### src/rtl/sram_uart_pkg.sv
// Shared op codes, command-byte layout and FSM states for the UART SRAM/DPU host.
package sram_uart_pkg;

  typedef enum logic [1:0] {
    OP_WR  = 2'b00,
    OP_RD  = 2'b01,
    OP_DPU = 2'b10,
    OP_BAD = 2'b11
  } op_e;

  typedef enum logic [2:0] {
    ST_IDLE,
    ST_CMD,
    ST_WDATA,
    ST_RDATA,
    ST_DONE
  } state_e;

  localparam int CMD_DPU_BIT = 7;
  localparam int CMD_RD_BIT  = 5;
  localparam int ADDR_W      = 5;
  localparam int DPU_W       = 7;

  // DPU commands own bits [6:0]; memory ops carry the address plus a read flag.
  function automatic logic [7:0] cmd_byte(op_e op, logic [ADDR_W-1:0] addr,
                                          logic [DPU_W-1:0] dpu);
    logic [7:0] b;
    b = '0;
    if (op == OP_DPU) begin
      b[CMD_DPU_BIT]  = 1'b1;
      b[DPU_W-1:0]    = dpu;
    end else begin
      b[ADDR_W-1:0]   = addr;
      b[CMD_RD_BIT]   = (op == OP_RD);
    end
    return b;
  endfunction

endpackage

### src/rtl/sram_uart_host.sv
// Word-level request initiator that serialises requests onto the controller byte protocol.
// Optional read-response timeout: define SRAM_UART_HOST_TIMEOUT_EN.
module sram_uart_host
  import sram_uart_pkg::*;
#(
  parameter int TIMEOUT_CYCLES = 1048576,
  parameter int TO_W           = 20
) (
  input  logic        clk,
  input  logic        rst,
  input  logic        req_valid,
  output logic        req_ready,
  input  logic [1:0]  req_op,
  input  logic [4:0]  req_addr,
  input  logic [31:0] req_wdata,
  input  logic [6:0]  req_dpu_cmd,
  output logic        rsp_valid,
  output logic [31:0] rsp_data,
  output logic        rsp_err,
  output logic        busy,
  output logic        tx_valid,
  input  logic        tx_ready,
  output logic [7:0]  tx_data,
  input  logic        rx_valid,
  output logic        rx_ready,
  input  logic [7:0]  rx_data
);

  if ((64'd1 << TO_W) < 64'(TIMEOUT_CYCLES)) begin : g_to_w_check
    $error("TO_W too narrow for TIMEOUT_CYCLES");
  end

  state_e      state_q;
  op_e         op_q;
  logic [31:0] wdata_q;
  logic [31:0] rdata_q;
  logic [1:0]  cnt_q;
  logic        req_ready_q, rx_ready_q, tx_valid_q, rsp_valid_q, rsp_err_q, busy_q;
  logic [7:0]  tx_data_q;
  logic [31:0] rsp_data_q;

  logic [1:0]  cnt_inc;
  logic [31:0] rdata_shift;

  assign cnt_inc     = cnt_q + 2'd1;
  assign rdata_shift = {rx_data, rdata_q[31:8]};

`ifdef SRAM_UART_HOST_TIMEOUT_EN
  localparam logic [TO_W-1:0] TO_LAST = TO_W'(TIMEOUT_CYCLES - 1);
  logic [TO_W-1:0] to_q;
`endif

  // Every output is a register updated together with the state it belongs to.
  // NOTE: reset is sampled on the clock edge here, so it sits inside the
  // clocked block rather than in the sensitivity list.
  always_ff @(posedge clk) begin
    if (rst) begin
      state_q     <= ST_IDLE;
      op_q        <= OP_WR;
      wdata_q     <= '0;
      rdata_q     <= '0;
      cnt_q       <= '0;
      req_ready_q <= 1'b1;
      rx_ready_q  <= 1'b0;
      tx_valid_q  <= 1'b0;
      tx_data_q   <= '0;
      rsp_valid_q <= 1'b0;
      rsp_data_q  <= '0;
      rsp_err_q   <= 1'b0;
      busy_q      <= 1'b0;
`ifdef SRAM_UART_HOST_TIMEOUT_EN
      to_q        <= '0;
`endif
    end else begin
      // NOTE: non-blocking assignments keep every register sampling pre-edge values.
      case (state_q)
        ST_IDLE: begin
          if (req_valid && req_ready_q) begin
            op_q        <= op_e'(req_op);
            wdata_q     <= req_wdata;
            rdata_q     <= '0;
            cnt_q       <= '0;
            req_ready_q <= 1'b0;
            rx_ready_q  <= 1'b0;
            busy_q      <= 1'b1;
            if (op_e'(req_op) == OP_BAD) begin
              state_q     <= ST_DONE;
              rsp_valid_q <= 1'b1;
              rsp_data_q  <= '0;
              rsp_err_q   <= 1'b1;
            end else begin
              state_q    <= ST_CMD;
              tx_valid_q <= 1'b1;
              tx_data_q  <= cmd_byte(op_e'(req_op), req_addr, req_dpu_cmd);
            end
          end else begin
            req_ready_q <= 1'b1;
            rx_ready_q  <= 1'b1;
          end
        end

        ST_CMD: begin
          if (tx_ready) begin
            case (op_q)
              OP_WR: begin
                state_q   <= ST_WDATA;
                tx_data_q <= wdata_q[7:0];
              end
              OP_RD: begin
                state_q    <= ST_RDATA;
                tx_valid_q <= 1'b0;
                rx_ready_q <= 1'b1;
`ifdef SRAM_UART_HOST_TIMEOUT_EN
                to_q       <= '0;
`endif
              end
              default: begin
                state_q     <= ST_DONE;
                tx_valid_q  <= 1'b0;
                rsp_valid_q <= 1'b1;
                rsp_data_q  <= '0;
                rsp_err_q   <= 1'b0;
              end
            endcase
          end
        end

        ST_WDATA: begin
          if (tx_ready) begin
            if (cnt_q == 2'd3) begin
              state_q     <= ST_DONE;
              cnt_q       <= '0;
              tx_valid_q  <= 1'b0;
              rsp_valid_q <= 1'b1;
              rsp_data_q  <= '0;
              rsp_err_q   <= 1'b0;
            end else begin
              cnt_q     <= cnt_inc;
              tx_data_q <= wdata_q[{cnt_inc, 3'b000} +: 8];
            end
          end
        end

        ST_RDATA: begin
          if (rx_valid) begin
            rdata_q <= rdata_shift;
            cnt_q   <= cnt_inc;
`ifdef SRAM_UART_HOST_TIMEOUT_EN
            to_q    <= '0;
`endif
            if (cnt_q == 2'd3) begin
              state_q     <= ST_DONE;
              rx_ready_q  <= 1'b0;
              rsp_valid_q <= 1'b1;
              rsp_data_q  <= rdata_shift;
              rsp_err_q   <= 1'b0;
            end
          end
`ifdef SRAM_UART_HOST_TIMEOUT_EN
          else if (to_q == TO_LAST) begin
            state_q     <= ST_DONE;
            rx_ready_q  <= 1'b0;
            rsp_valid_q <= 1'b1;
            rsp_data_q  <= rdata_q;
            rsp_err_q   <= 1'b1;
          end else begin
            to_q <= to_q + TO_W'(1);
          end
`endif
        end

        ST_DONE: begin
          state_q     <= ST_IDLE;
          rsp_valid_q <= 1'b0;
          req_ready_q <= 1'b1;
          rx_ready_q  <= 1'b1;
          busy_q      <= 1'b0;
        end

        default: state_q <= ST_IDLE;
      endcase
    end
  end

  assign req_ready = req_ready_q;
  assign rx_ready  = rx_ready_q;
  assign tx_valid  = tx_valid_q;
  assign tx_data   = tx_data_q;
  assign rsp_valid = rsp_valid_q;
  assign rsp_data  = rsp_data_q;
  assign rsp_err   = rsp_err_q;
  assign busy      = busy_q;

endmodule
### config.mk
export PLATFORM = sky130hd
export DESIGN_NAME = sram_uart_host
export DESIGN_NICKNAME = d
export VERILOG_FILES = /design/src/rtl/sram_uart_pkg.sv /design/src/rtl/sram_uart_host.sv
export SDC_FILE = /design/constraint.sdc
export NUM_CORES = 1
export LEC_CHECK = 0
export BUFFER_PORTS_ARGS = -buffer_cell sky130_fd_sc_hd__clkbuf_2
export CAP_MARGIN = 20
export CORE_MARGIN = 10
export CORE_UTILIZATION = 25
export CTS_CLUSTER_DIAMETER = 120
export DETAILED_ROUTE_END_ITERATION = 8
export SYNTH_ARGS = -nofsm -noshare
export SYNTH_HDL_FRONTEND = slang
export SYNTH_SLANG_ARGS = --single-unit
### constraint.sdc
create_clock -name clk -period 1.9 [get_ports clk]
set_clock_uncertainty 0.2 [all_clocks]
set_input_delay 0 -clock clk [delete_from_list [all_inputs] [get_ports clk]]
set_output_delay 0 -clock clk [all_outputs]
set_load 0.02 [all_outputs]
== Word-level counts from Yosys, hierarchy flattened ==
Index checks and enable logic that the tools add are counted.
Operators by class
  $add $sub $neg: 1
  equality and inequality tests: 22
  shifts and indexed selects: 1
  muxes and demuxes: 63
  reduce and logical (&&, ||, !) cells: 22
Operators with widths (number)
  $mux 32: 10
  $pmux 32 s4: 1
  $pmux 32 s2: 1
  $mux 8: 6
  $shiftx 32x6->8: 1
  $reduce_and 7->1: 4
  $ne 2x2->1 const B: 13
  $pmux 8 s3: 1
  $mux 1: 23
  $mux 3: 6
  $pmux 3 s4: 1
  $mux 2: 5
  $reduce_and 9->1: 1
  $pmux 1 s4: 2
  $reduce_and 4->1: 2
  $reduce_bool 4->1: 2
  $eq 2x2->1 const B: 3
  $eq 3x2->1 const B: 2
  $mux 6: 1
  $pmux 2 s3: 1
  $pmux 3 s2: 1
  $reduce_bool 3->1: 2
  $pmux 1 s5: 1
  $reduce_and 5->1: 1
  14 further kinds: 18
Word-level totals
  flip-flop bits (word level): 117
  input bits: 59
  output and inout port bits: 46
  word-level logic and storage cells: 122

== Depth between registers and ports, before layout ==
Gate-level depths: netlist (run 1).
  depth after elaboration: 5
  depth in mapped cells: 8
  depth with buffers taken out: 5

== Worst setup path before layout (run 1) ==
OpenSTA, ideal clock, no wires.
  kind: register -> register
  start point: register req_ready_q (netlist: req_ready)
  end point: register rsp_err_q (netlist: rsp_err)
  setup time: 0.123 ns
  arrival: 1.602 ns
  required time: 1.577 ns
  setup slack: -0.025 ns
  stages on the path, launching flop included: 6
  buffers on the path: 1
  clock period less this slack: 1.925 ns
  path through: dfxtp_1 -> nand2_1 -> a221oi_4 -> nand3_1 -> buf_6 -> mux2_1
On the way
  word-level cells in the longest chain between the ends: 3
RTL lines
  from (decl): RTL line sram_uart_host.sv:38  | logic req_ready_q, rx_ready_q, tx_valid_q, rsp_valid_q, rsp_err_q, busy_q;
  from (signal assigned): RTL line sram_uart_host.sv:63  | req_ready_q <= 1'b1;
  from (signal assigned): RTL line sram_uart_host.sv:83  | req_ready_q <= 1'b0;
  from (signal assigned): RTL line sram_uart_host.sv:97  | req_ready_q <= 1'b1;
  $logic_and 1x1->1: RTL line sram_uart_host.sv:78  | if (req_valid && req_ready_q) begin
  $ne 2x2->1 (no source line)
  $reduce_and 7->1 (no source line)
  to (signal assigned): RTL line sram_uart_host.sv:69  | rsp_err_q <= 1'b0;
  to (signal assigned): RTL line sram_uart_host.sv:90  | rsp_err_q <= 1'b1;
  to (signal assigned): RTL line sram_uart_host.sv:122  | rsp_err_q <= 1'b0;
  to (decl): RTL line sram_uart_host.sv:38
No other way between the ends.
A chain may end at the register's enable or synchronous reset.

== Final worst setup path (run 1) ==
  start point: register cnt_q[1]
  end point: register tx_data_q[5] (netlist: tx_data[5])
On the way
  word-level cells in the longest chain between the ends: 5
  elaborated cells between the ends (all ways): 8
  those cells by class: add/sub (1); eq/ne (2); shift (1); mux (3); reduce/logical (1)
RTL lines
  from (decl): RTL line sram_uart_host.sv:37  | logic [1:0] cnt_q;
  from (signal assigned): RTL line sram_uart_host.sv:138  | cnt_q <= cnt_inc;
  from (signal assigned): RTL line sram_uart_host.sv:147  | cnt_q <= cnt_inc;
  $add 2x1->2: RTL line sram_uart_host.sv:45  | assign cnt_inc = cnt_q + 2'd1;
  $shiftx 32x6->8: RTL line sram_uart_host.sv:139  | tx_data_q <= wdata_q[{cnt_inc, 3'b000} +: 8];
  $mux 8: RTL line sram_uart_host.sv:130  | if (cnt_q == 2'd3) begin
  $mux 8: RTL line sram_uart_host.sv:129  | if (tx_ready) begin
  $pmux 8 s3: RTL line sram_uart_host.sv:76  | case (state_q)
  to (signal assigned): RTL line sram_uart_host.sv:94  | tx_data_q <= cmd_byte(op_e'(req_op), req_addr, req_dpu_cmd);
  to (signal assigned): RTL line sram_uart_host.sv:107  | tx_data_q <= wdata_q[7:0];
  to (signal assigned): RTL line sram_uart_host.sv:139
  to (decl): RTL line sram_uart_host.sv:39  | logic [7:0] tx_data_q;
Several ways; a longest one is shown, not always the timed one. The select of a mux whose other input is x is not followed.

==> flow_summary.json, run 1 <==
{
  "cts_sinks": 109,
  "first_iter_violations": 385,
  "tns_ns": 0,
  "grt_pass1_wl_um": 22800,
  "core_um2": 18800,
  "drt_pre_antenna_iters": 4,
  "ys_warn_count": 0,
  "antenna_found_initial": 0,
  "clk_pin_slew_worst_paths_ns": 0.07,
  "p_leak_nw": 2.73,
  "cts_tree": "built",
  "post_drt_wl_per_cell_um": 15.6,
  "via_per_inst": 4.66,
  "worstSkewPairLatency_ns": 0.35,
  "maxSlewViolCount": 0,
  "max_freq_ghz": 0.560,
  "final_common_cell": "nand2_1",
  "synthToLayoutAreaGrowth_pct": 38.4,
  "track_usage_pct": 11.3,
  "hpwl_um": 9920,
  "gp_congestion": 0.770,
  "critical_path_class": "flop to flop",
  "cp_num_cells": 4,
  "slew_headroom_pct": 70.8,
  "ctsLongestPathBuffers": 2,
  "min_period_over_period_pct": 93.9,
  "cp-end-kind": "flop",
  "async_flop_share_pct": 0,
  "finalWirelength_um": 14600,
  "dr_wl_met3_um": 574,
  "start_kind": "flop",
  "tightest_slew_ns": 0.436,
  "htree_levels": 3,
  "netlist_instances": 533,
  "crit_chain": "ha_2 -> mux4_2 -> a221oi_1 -> a211oi_1",
  "synth_area_um2": 4780,
  "die-height_um": 158,
  "synthFlopType": "dfxtp_1",
  "root_buffer": "clkbuf_16",
  "ir_drop_mv": 0.507,
  "max_stage_delay_ns": 0.39,
  "reg2reg_depth": 4,
  "numCtsBuffers": 9,
  "layout.nets": 755,
  "cp_slowest_cell": "ha_2",
  "rows": 50,
  "mostFrequentLayoutCells": "nand2_1, dfxtp_1, clkbuf_2",
  "hold_viol": 0,
  "yosys.cell_types.count": 53,
  "wl_met1_um": 6500,
  "synth.avg_cell_area_um2": 8.97,
  "portBuffers": 104,
  "top_layer": "met4",
  "postRouteAntennaNets": 0,
  "fin_crit_ns": 1.78,
  "fin_hold_ws_ns": 0.138,
  "n_antenna_cell": 0,
  "holdCritPathClass": "input pin to flop",
  "ys_ff_latch": 109,
  "synth_edf_count": 0,
  "initial_core_util_pct": 25.5,
  "whs_path_depth": 5,
  "grt_max_degree": 42,
  "ios": 105,
  "maxCapViolCount": 0,
  "yosysSeqAreaShare_pct": 45.6,
  "dieWidth_um": 158,
  "dieArea_um2": 25100,
  "critical_path_buf_inv_count": 0,
  "status": "complete, no violations",
  "rsz0062_at_grt": "false",
  "grt_pass1_vias": 4295,
  "vias": 4357,
  "critical_path.top_delay_family": "compound AO/OA/AOI/OAI gates",
  "critPathRequiredTime_ns": 1.92,
  "cp.arrival_ns": 1.80,
  "setup_viol": 0,
  "gr-total-overflow": 0,
  "route.met2.wl_um": 7120,
  "power_density_nw_per_um2": 958,
  "drive_above_1_share_pct": 25.0,
  "cp_max_fo": 5,
  "syn-num-nets": 593,
  "post-route-drc-count": 0
}
==> layer usage <==
metal / track usage, % / vias to the layer above
li1: - / 2185
met1: 14.2 / 2054
met2: 18.3 / 89
met3: 2.27 / 29
met4: 5.21 / 0
met5: 0 / -
==> final cells by class <==
type	instances	area, um2
clock buffers	9	225
inverters	4	15.0
clock inverters	7	62.6
flip-flops and latches	109	2190
fillers	1877	12100
repair buffers	195	1450
multi-input cells	376	2380
well taps	234	293
==> worst paths after layout <==
path / start / to / slack, ns
max reg2reg: cnt_q[1] / tx_data[5] / 0.12
max: cnt_q[1] / tx_data[5] / 0.12
min: req_dpu_cmd[5] / tx_data[5] / 0.14
min reg2reg: wdata_q[25] / wdata_q[25] / 0.26
==> logic make-up (layout without fill, tap and decap cells) <==
kind of cell	Yosys count	in the layout	share of synthesized area, %
adder cells (fa/ha/maj)	1	1	0.262
AND/OR/NAND/NOR	206	206	20.0
XOR/XNOR	1	1	0.183
multiplexers	47	47	11.7
buffers and inverters	48	215	5.07
AO/OA/AOI/OAI	121	121	17.1
flip-flops	109	109	45.6
==> what timing repair did <==
action / CTS / global route
buffers inserted: 0 / 3
hold buffers: 57 / 0
resized for setup: 0 / 7
endpoints found under the setup margin: 0 / 77
endpoints found under the hold margin: 76 / 0
==> where the power goes <==
part | internal [mW] | switching, mW
Combinational | 0.856 | 1.05
Sequential | 2.48 | 0.135
Clock | 0.909 | 0.911
==> registers in the layout, indices dropped and copies added, names as in the netlist <==
register   count
rsp_data      32
wdata_q       32
rdata_q       24
tx_data        8
state_q        3
cnt_q          2
op_q           2
busy           1
req_ready      1
rsp_err        1
rsp_valid      1
rx_ready       1
tx_valid       1
==> metrics by stage <==
step                util (%)  std cells  setup WS [ns]  power (mW)  instance area [um2]
floorplan                  -        533          0.104        3.80                 4790
global placement        30.4        857         0.0637        4.39                 5700
detailed placement      30.4        857         0.0281        4.40                 5700
CTS                     34.9        930         0.0156        6.32                 6560
global route            35.3        934       0.000539        6.66                 6620
finish                  35.3        934          0.116        6.34                 6620
==> worst register-to-register path: stages, from the launching register on <==
cell      delay [ns]
dfxtp_1         0.32
ha_2            0.39
mux4_2          0.31
a221oi_1        0.32
a211oi_1        0.12
==> cells in the mapped netlist, types with 2 or more instances <==
cell,instances,area (um2)
nand4_1,2,12.5
nand2b_1,36,225
nor2b_1,6,37.5
o211ai_1,2,15.0
inv_1,4,15.0
a31oi_1,10,62.6
a211oi_1,3,22.5
mux2i_1,39,390
buf_2,17,85.1
o21ai_0,8,40.0
a22oi_1,24,180
nand3_1,2,10.0
dfxtp_1,109,2180
nor3_1,2,10.0
a2bb2oi_1,6,52.6
and3_1,3,18.8
mux4_2,7,158
nor3b_1,2,15.0
buf_6,5,56.3
nand2_1,110,413
nand3b_1,3,22.5
a311oi_1,8,70.1
a21o_1,2,15.0
nor2_1,32,120
clkbuf_1,20,75.1
a21oi_1,44,220
Note: power is estimated with default switching activity, not from simulation.
==> run 2, diff against run 1 <==
==> constraint.sdc (replaced) <==
create_clock -name clk -period 2.2 [get_ports clk]
set_clock_uncertainty 0.2 [all_clocks]
set_input_delay 0 -clock clk [delete_from_list [all_inputs] [get_ports clk]]
set_output_delay 0 -clock clk [all_outputs]
set_load 0.02 [all_outputs]
==> run 2 against run 1 <==
Effect of this change:
- global-route usage barely moved
- clock power fell by 9%
- maximum frequency fell by 13%
- critical path depth rose by 1
- critical path type unchanged
- wire length fell by 2.4%
- core utilization fell by 1.2 points
==> flow_summary.json, run 2 (synthesis gave the netlist of run 1 again) <==
{
  "status": "complete, no violations",
  "start_kind": "flop",
  "setup_viol": 0,
  "min_from": "req_addr[4]",
  "p_sw_mw": 1.73,
  "vias": 4286,
  "maxCapViolCount": 0,
  "rsz0062_at_grt": "false",
  "max_freq_ghz": 0.488,
  "tns_ns": 0,
  "grt_max_degree": 43,
  "die-height_um": 158,
  "cts_sinks": 109,
  "fin_hold_ws_ns": 0.000765,
  "portBuffers": 104,
  "reg2reg_depth": 5,
  "worstSkewPairLatency_ns": 0.35,
  "ios": 105,
  "hpwl_um": 9680,
  "mostFrequentLayoutCells": "nand2_1, dfxtp_1, clkbuf_2",
  "synthToLayoutAreaGrowth_pct": 33.6,
  "switching_share_pct": 32.2,
  "clkPwrFrac_pct": 30.7,
  "drive_above_1_share_pct": 22.3,
  "slew_headroom_pct": 71.1,
  "post_drt_wl_per_cell_um": 15.6,
  "utilization_pct": 34.1,
  "dieWidth_um": 158,
  "critical_path_class": "flop to flop",
  "seq_power_share_pct": 42.1,
  "clk_pin_slew_worst_paths_ns": 0.07,
  "via_per_inst": 4.68,
  "ctsLongestPathBuffers": 2,
  "initial_core_util_pct": 25.5,
  "p_comb_share_pct": 27.2,
  "finalWirelength_um": 14200,
  "grt_pass1_wl_um": 22700,
  "gp_congestion": 0.787,
  "tightest_slew_ns": 0.433,
  "layout.nets": 737,
  "maxSlewViolCount": 0,
  "first_iter_violations": 413,
  "rows": 50,
  "final_common_cell": "nand2_1",
  "n_antenna_cell": 0,
  "ir_drop_mv": 0.397,
  "design_area_um2": 6390,
  "min_to": "tx_data[4]",
  "cp_max_fo": 14,
  "post-route-drc-count": 0,
  "holdCritPathClass": "input pin to flop",
  "core_um2": 18800,
  "antenna_found_initial": 0,
  "post_cts_buffers": 0,
  "rrSetupSlack_ns": 0.15,
  "cp.arrival_ns": 2.11,
  "drt_pre_antenna_iters": 5,
  "rr_endpoint": "tx_data[6]",
  "numCtsBuffers": 9,
  "critPathRequiredTime_ns": 2.26,
  "p_int_mw": 3.65,
  "p_leak_nw": 2.62,
  "dpl_cell_area_um2": 5540,
  "rr_startpoint": "state_q[0]",
  "htree_levels": 3,
  "postRouteAntennaNets": 0,
  "fin_crit_ns": 2.05,
  "root_buffer": "clkbuf_16",
  "cts_tree": "built",
  "whs_path_depth": 4,
  "gr-total-overflow": 0,
  "hold_viol": 0,
  "power_density_nw_per_um2": 842,
  "track_usage_pct": 11.4,
  "post_cts_resized": 0,
  "min_period_over_period_pct": 93.2,
  "cp-end-kind": "flop",
  "dieArea_um2": 25100,
  "grt_pass1_vias": 4240
}
run 2: stage by stage:
step	total power [mW]	cells	worst slack (ns)
final	5.38	915	0.150
after global routing	5.67	915	0.0168
after CTS	5.42	915	0.166
after detailed placement	3.70	845	0.216
after global placement	3.69	845	0.252
after floorplan	3.28	533	0.275
run 2: final cells by class:
type                       instances  area (um2)
clock inverter                     6        72.6
inverter                           4        15.0
fill                            1936       12400
sequential                       109        2180
multi-input combinational        376        2370
timing repair buffer             177        1230
tap                              234         293
clock buffer                       9         225
run 2: how the worst max path moves through the flow:
| stage | slack [ns] | cells past startpoint | end | from |
|---|---|---|---|---|
| global route | 0.02 | 6 | tx_data[3] | state_q[1] |
| floorplan | 0.27 | 5 | rsp_err | req_ready |
| global placement | 0.25 | 5 | tx_data[6] | state_q[0] |
| detailed placement | 0.22 | 5 | tx_data[6] | state_q[0] |
| CTS | 0.17 | 8 | tx_data[2] | req_op[1] |
| finish | 0.15 | 5 | tx_data[6] | state_q[0] |
run 2: power by group through the flow:
stage | sequential (mW) | combinational [mW] | clock (mW)
after floorplan | 2.35 | 0.932 | 0
after global placement | 2.30 | 1.39 | 0
after detailed placement | 2.31 | 1.39 | 0
after CTS | 2.26 | 1.47 | 1.69
after global routing | 2.29 | 1.61 | 1.77
final | 2.26 | 1.46 | 1.65
run 2: layer usage:
| metal | up-vias | track usage, % | routed length, um |
|---|---|---|---|
| li1 | 2154 | - | - |
| met5 | - | 0 | 0 |
| met4 | 0 | 5.78 | 443 |
| met1 | 2027 | 14.2 | 6270 |
| met2 | 79 | 18.1 | 6890 |
| met3 | 26 | 2.29 | 641 |
run 2: worst max-delay path, stage by stage (launching register included):
cell and delay (ns):
dfxtp_1 0.54, buf_4 0.26, nand2b_1 0.16, o22a_1 0.25, and3_1 0.28, a311oi_1 0.28
run 2: what timing repair did:
action,in CTS,in global routing
hold buffers,55,0
endpoints found under the hold margin,71,0
setup endpoints to repair,0,0
==> run 3, diff against run 2 <==
--- a/config.mk
+++ b/config.mk
@@ -11,6 +11,7 @@
 export CORE_UTILIZATION = 25
 export CTS_CLUSTER_DIAMETER = 120
 export DETAILED_ROUTE_END_ITERATION = 8
+export RECOVER_POWER = 50
 export SYNTH_ARGS = -nofsm -noshare
 export SYNTH_HDL_FRONTEND = slang
 export SYNTH_SLANG_ARGS = --single-unit
==> run 3 against run 2 <==
Effect of this change:
- sequential share of layout area grew 0.35 points
- maximum frequency decreased by 0.16%
- worst setup slack got worse by 0.0033 ns
- worst hold slack about the same
- core utilization is 0.35 points lower
- power down 0.38%
- critical path depth stayed put
- combinational power about the same
- cell count unchanged
- largest power group unchanged
- highest routed layer unchanged
==> flow_summary.json, run 3 (synthesis gave the netlist of run 1 again) <==
{
  "status": "complete, no violations",
  "dieWidth_um": 158,
  "ctsLongestPathBuffers": 2,
  "cp_max_fo": 14,
  "drt_pre_antenna_iters": 4,
  "gp_congestion": 0.787,
  "power_density_nw_per_um2": 847,
  "hpwl_um": 9680,
  "p_comb_share_pct": 26.9,
  "seq_power_share_pct": 42.3,
  "n_antenna_cell": 0,
  "drive_above_1_share_pct": 15.6,
  "cts_sinks": 109,
  "maxSlewViolCount": 0,
  "min_period_over_period_pct": 93.4,
  "initial_core_util_pct": 25.5,
  "track_usage_pct": 11.4,
  "worstSkewPairLatency_ns": 0.35,
  "ios": 105,
  "clkPwrFrac_pct": 30.8,
  "fin_crit_ns": 2.05,
  "via_per_inst": 4.66,
  "rows": 50,
  "critPathRequiredTime_ns": 2.26,
  "setup_viol": 0,
  "switching_share_pct": 32.3,
  "p_int_mw": 3.63,
  "slew_headroom_pct": 50.3,
  "critical_path_class": "flop to flop",
  "mostFrequentLayoutCells": "nand2_1, dfxtp_1, clkbuf_2",
  "vias": 4265,
  "gr-total-overflow": 0,
  "fillers": 1948,
  "layout.nets": 737,
  "max_freq_ghz": 0.487,
  "final_common_cell": "nand2_1",
  "start_kind": "flop",
  "rrSetupSlack_ns": 0.15,
  "core_um2": 18800,
  "cp-end-kind": "flop",
  "cp.arrival_ns": 2.11,
  "die-height_um": 158,
  "tns_ns": 0,
  "first_iter_violations": 373,
  "crit_chain": "buf_4 -> nand2b_1 -> o22a_1 -> and3_1 -> a311oi_1",
  "grt_max_degree": 43,
  "max_stage_delay_ns": 0.54,
  "clk_pin_slew_worst_paths_ns": 0.07,
  "post-route-drc-count": 0,
  "postRouteAntennaNets": 0,
  "grt_pass1_vias": 4240,
  "dp.cells": 845,
  "hold_viol": 0,
  "finalWirelength_um": 14200,
  "cp_slowest_cell": "dfxtp_1",
  "root_buffer": "clkbuf_16",
  "holdCritPathClass": "input pin to flop",
  "grt_pass1_wl_um": 22700,
  "power_mw": 5.36,
  "post_drt_wl_per_cell_um": 15.5,
  "critical_path.top_delay_family": "flip-flops",
  "tightest_slew_ns": 0.745,
  "synthToLayoutAreaGrowth_pct": 32.3,
  "p_sw_mw": 1.73,
  "portBuffers": 104,
  "antenna_found_initial": 0,
  "cts_tree": "built",
  "p_leak_nw": 2.47,
  "ir_drop_mv": 0.397,
  "critical_path_buf_inv_count": 1,
  "maxCapViolCount": 0,
  "fin_cells": 915,
  "rsz0062_at_grt": "false",
  "htree_levels": 3,
  "post_cts_buffers": 0,
  "numCtsBuffers": 9,
  "dieArea_um2": 25100
}
run 3: path summary, 6_finish.rpt:
check             depth (start not counted)   startpoint           to
setup / recovery                          5   state_q[0]   tx_data[6]
hold / removal                            4  req_addr[4]   tx_data[4]
setup reg to reg                          5   state_q[0]   tx_data[6]
hold reg to reg                           2  wdata_q[31]  wdata_q[31]
run 3: stage by stage:
stage                     hold WS, ns  utilization [%]  area, um2  worst slack (ns)
after global routing           0.0492             33.7       6330            0.0117
after CTS                     0.00478             34.1       6390             0.166
after global placement         0.0282             29.5       5540             0.252
after detailed placement       0.0322             29.5       5540             0.216
final                        0.000538             33.7       6330             0.146
after floorplan               -0.0640                -       4780             0.275
run 3: metal layers:
layer	track usage (%)	part of all wire, %	up-vias
li1	-	-	2153
met1	14.2	43	2008
met2	18.1	49	79
met3	2.29	4.4	25
met4	5.78	2.9	0
met5	0	0	-
run 3: worst register-to-register path, stage by stage (launching register included):
cell and delay (ns):
dfxtp_1 0.54, buf_4 0.26, nand2b_1 0.16, o22a_1 0.25, and3_1 0.28, a311oi_1 0.28
run 3: power groups by stage:
stage          combinational, mW  clock [mW]  sequential (mW)
4_1_cts                     1.47        1.69             2.26
2_1_floorplan              0.932           0             2.35
3_5_place_dp                1.39           0             2.31
6_report                    1.44        1.65             2.26
5_1_grt                     1.59        1.77             2.29
3_3_place_gp                1.39           0             2.30
run 3: what timing repair did:
| action | in CTS | in global routing |
|---|---|---|
| hold buffers | 55 | 0 |
| gates resized for setup | 0 | 0 |
| endpoints found under the hold margin | 71 | 0 |
run 3: layout make-up:
type / instances / area (um2) / area share (%)
multi-input combinational: 376 / 2370 / 37.5
sequential: 109 / 2180 / 34.5
timing repair buffer: 177 / 1170 / 18.5
tap: 234 / 293 / 4.63
clock buffer: 9 / 225 / 3.56
clock inverter: 6 / 72.6 / 1.15
inverter: 4 / 15.0 / 0.237
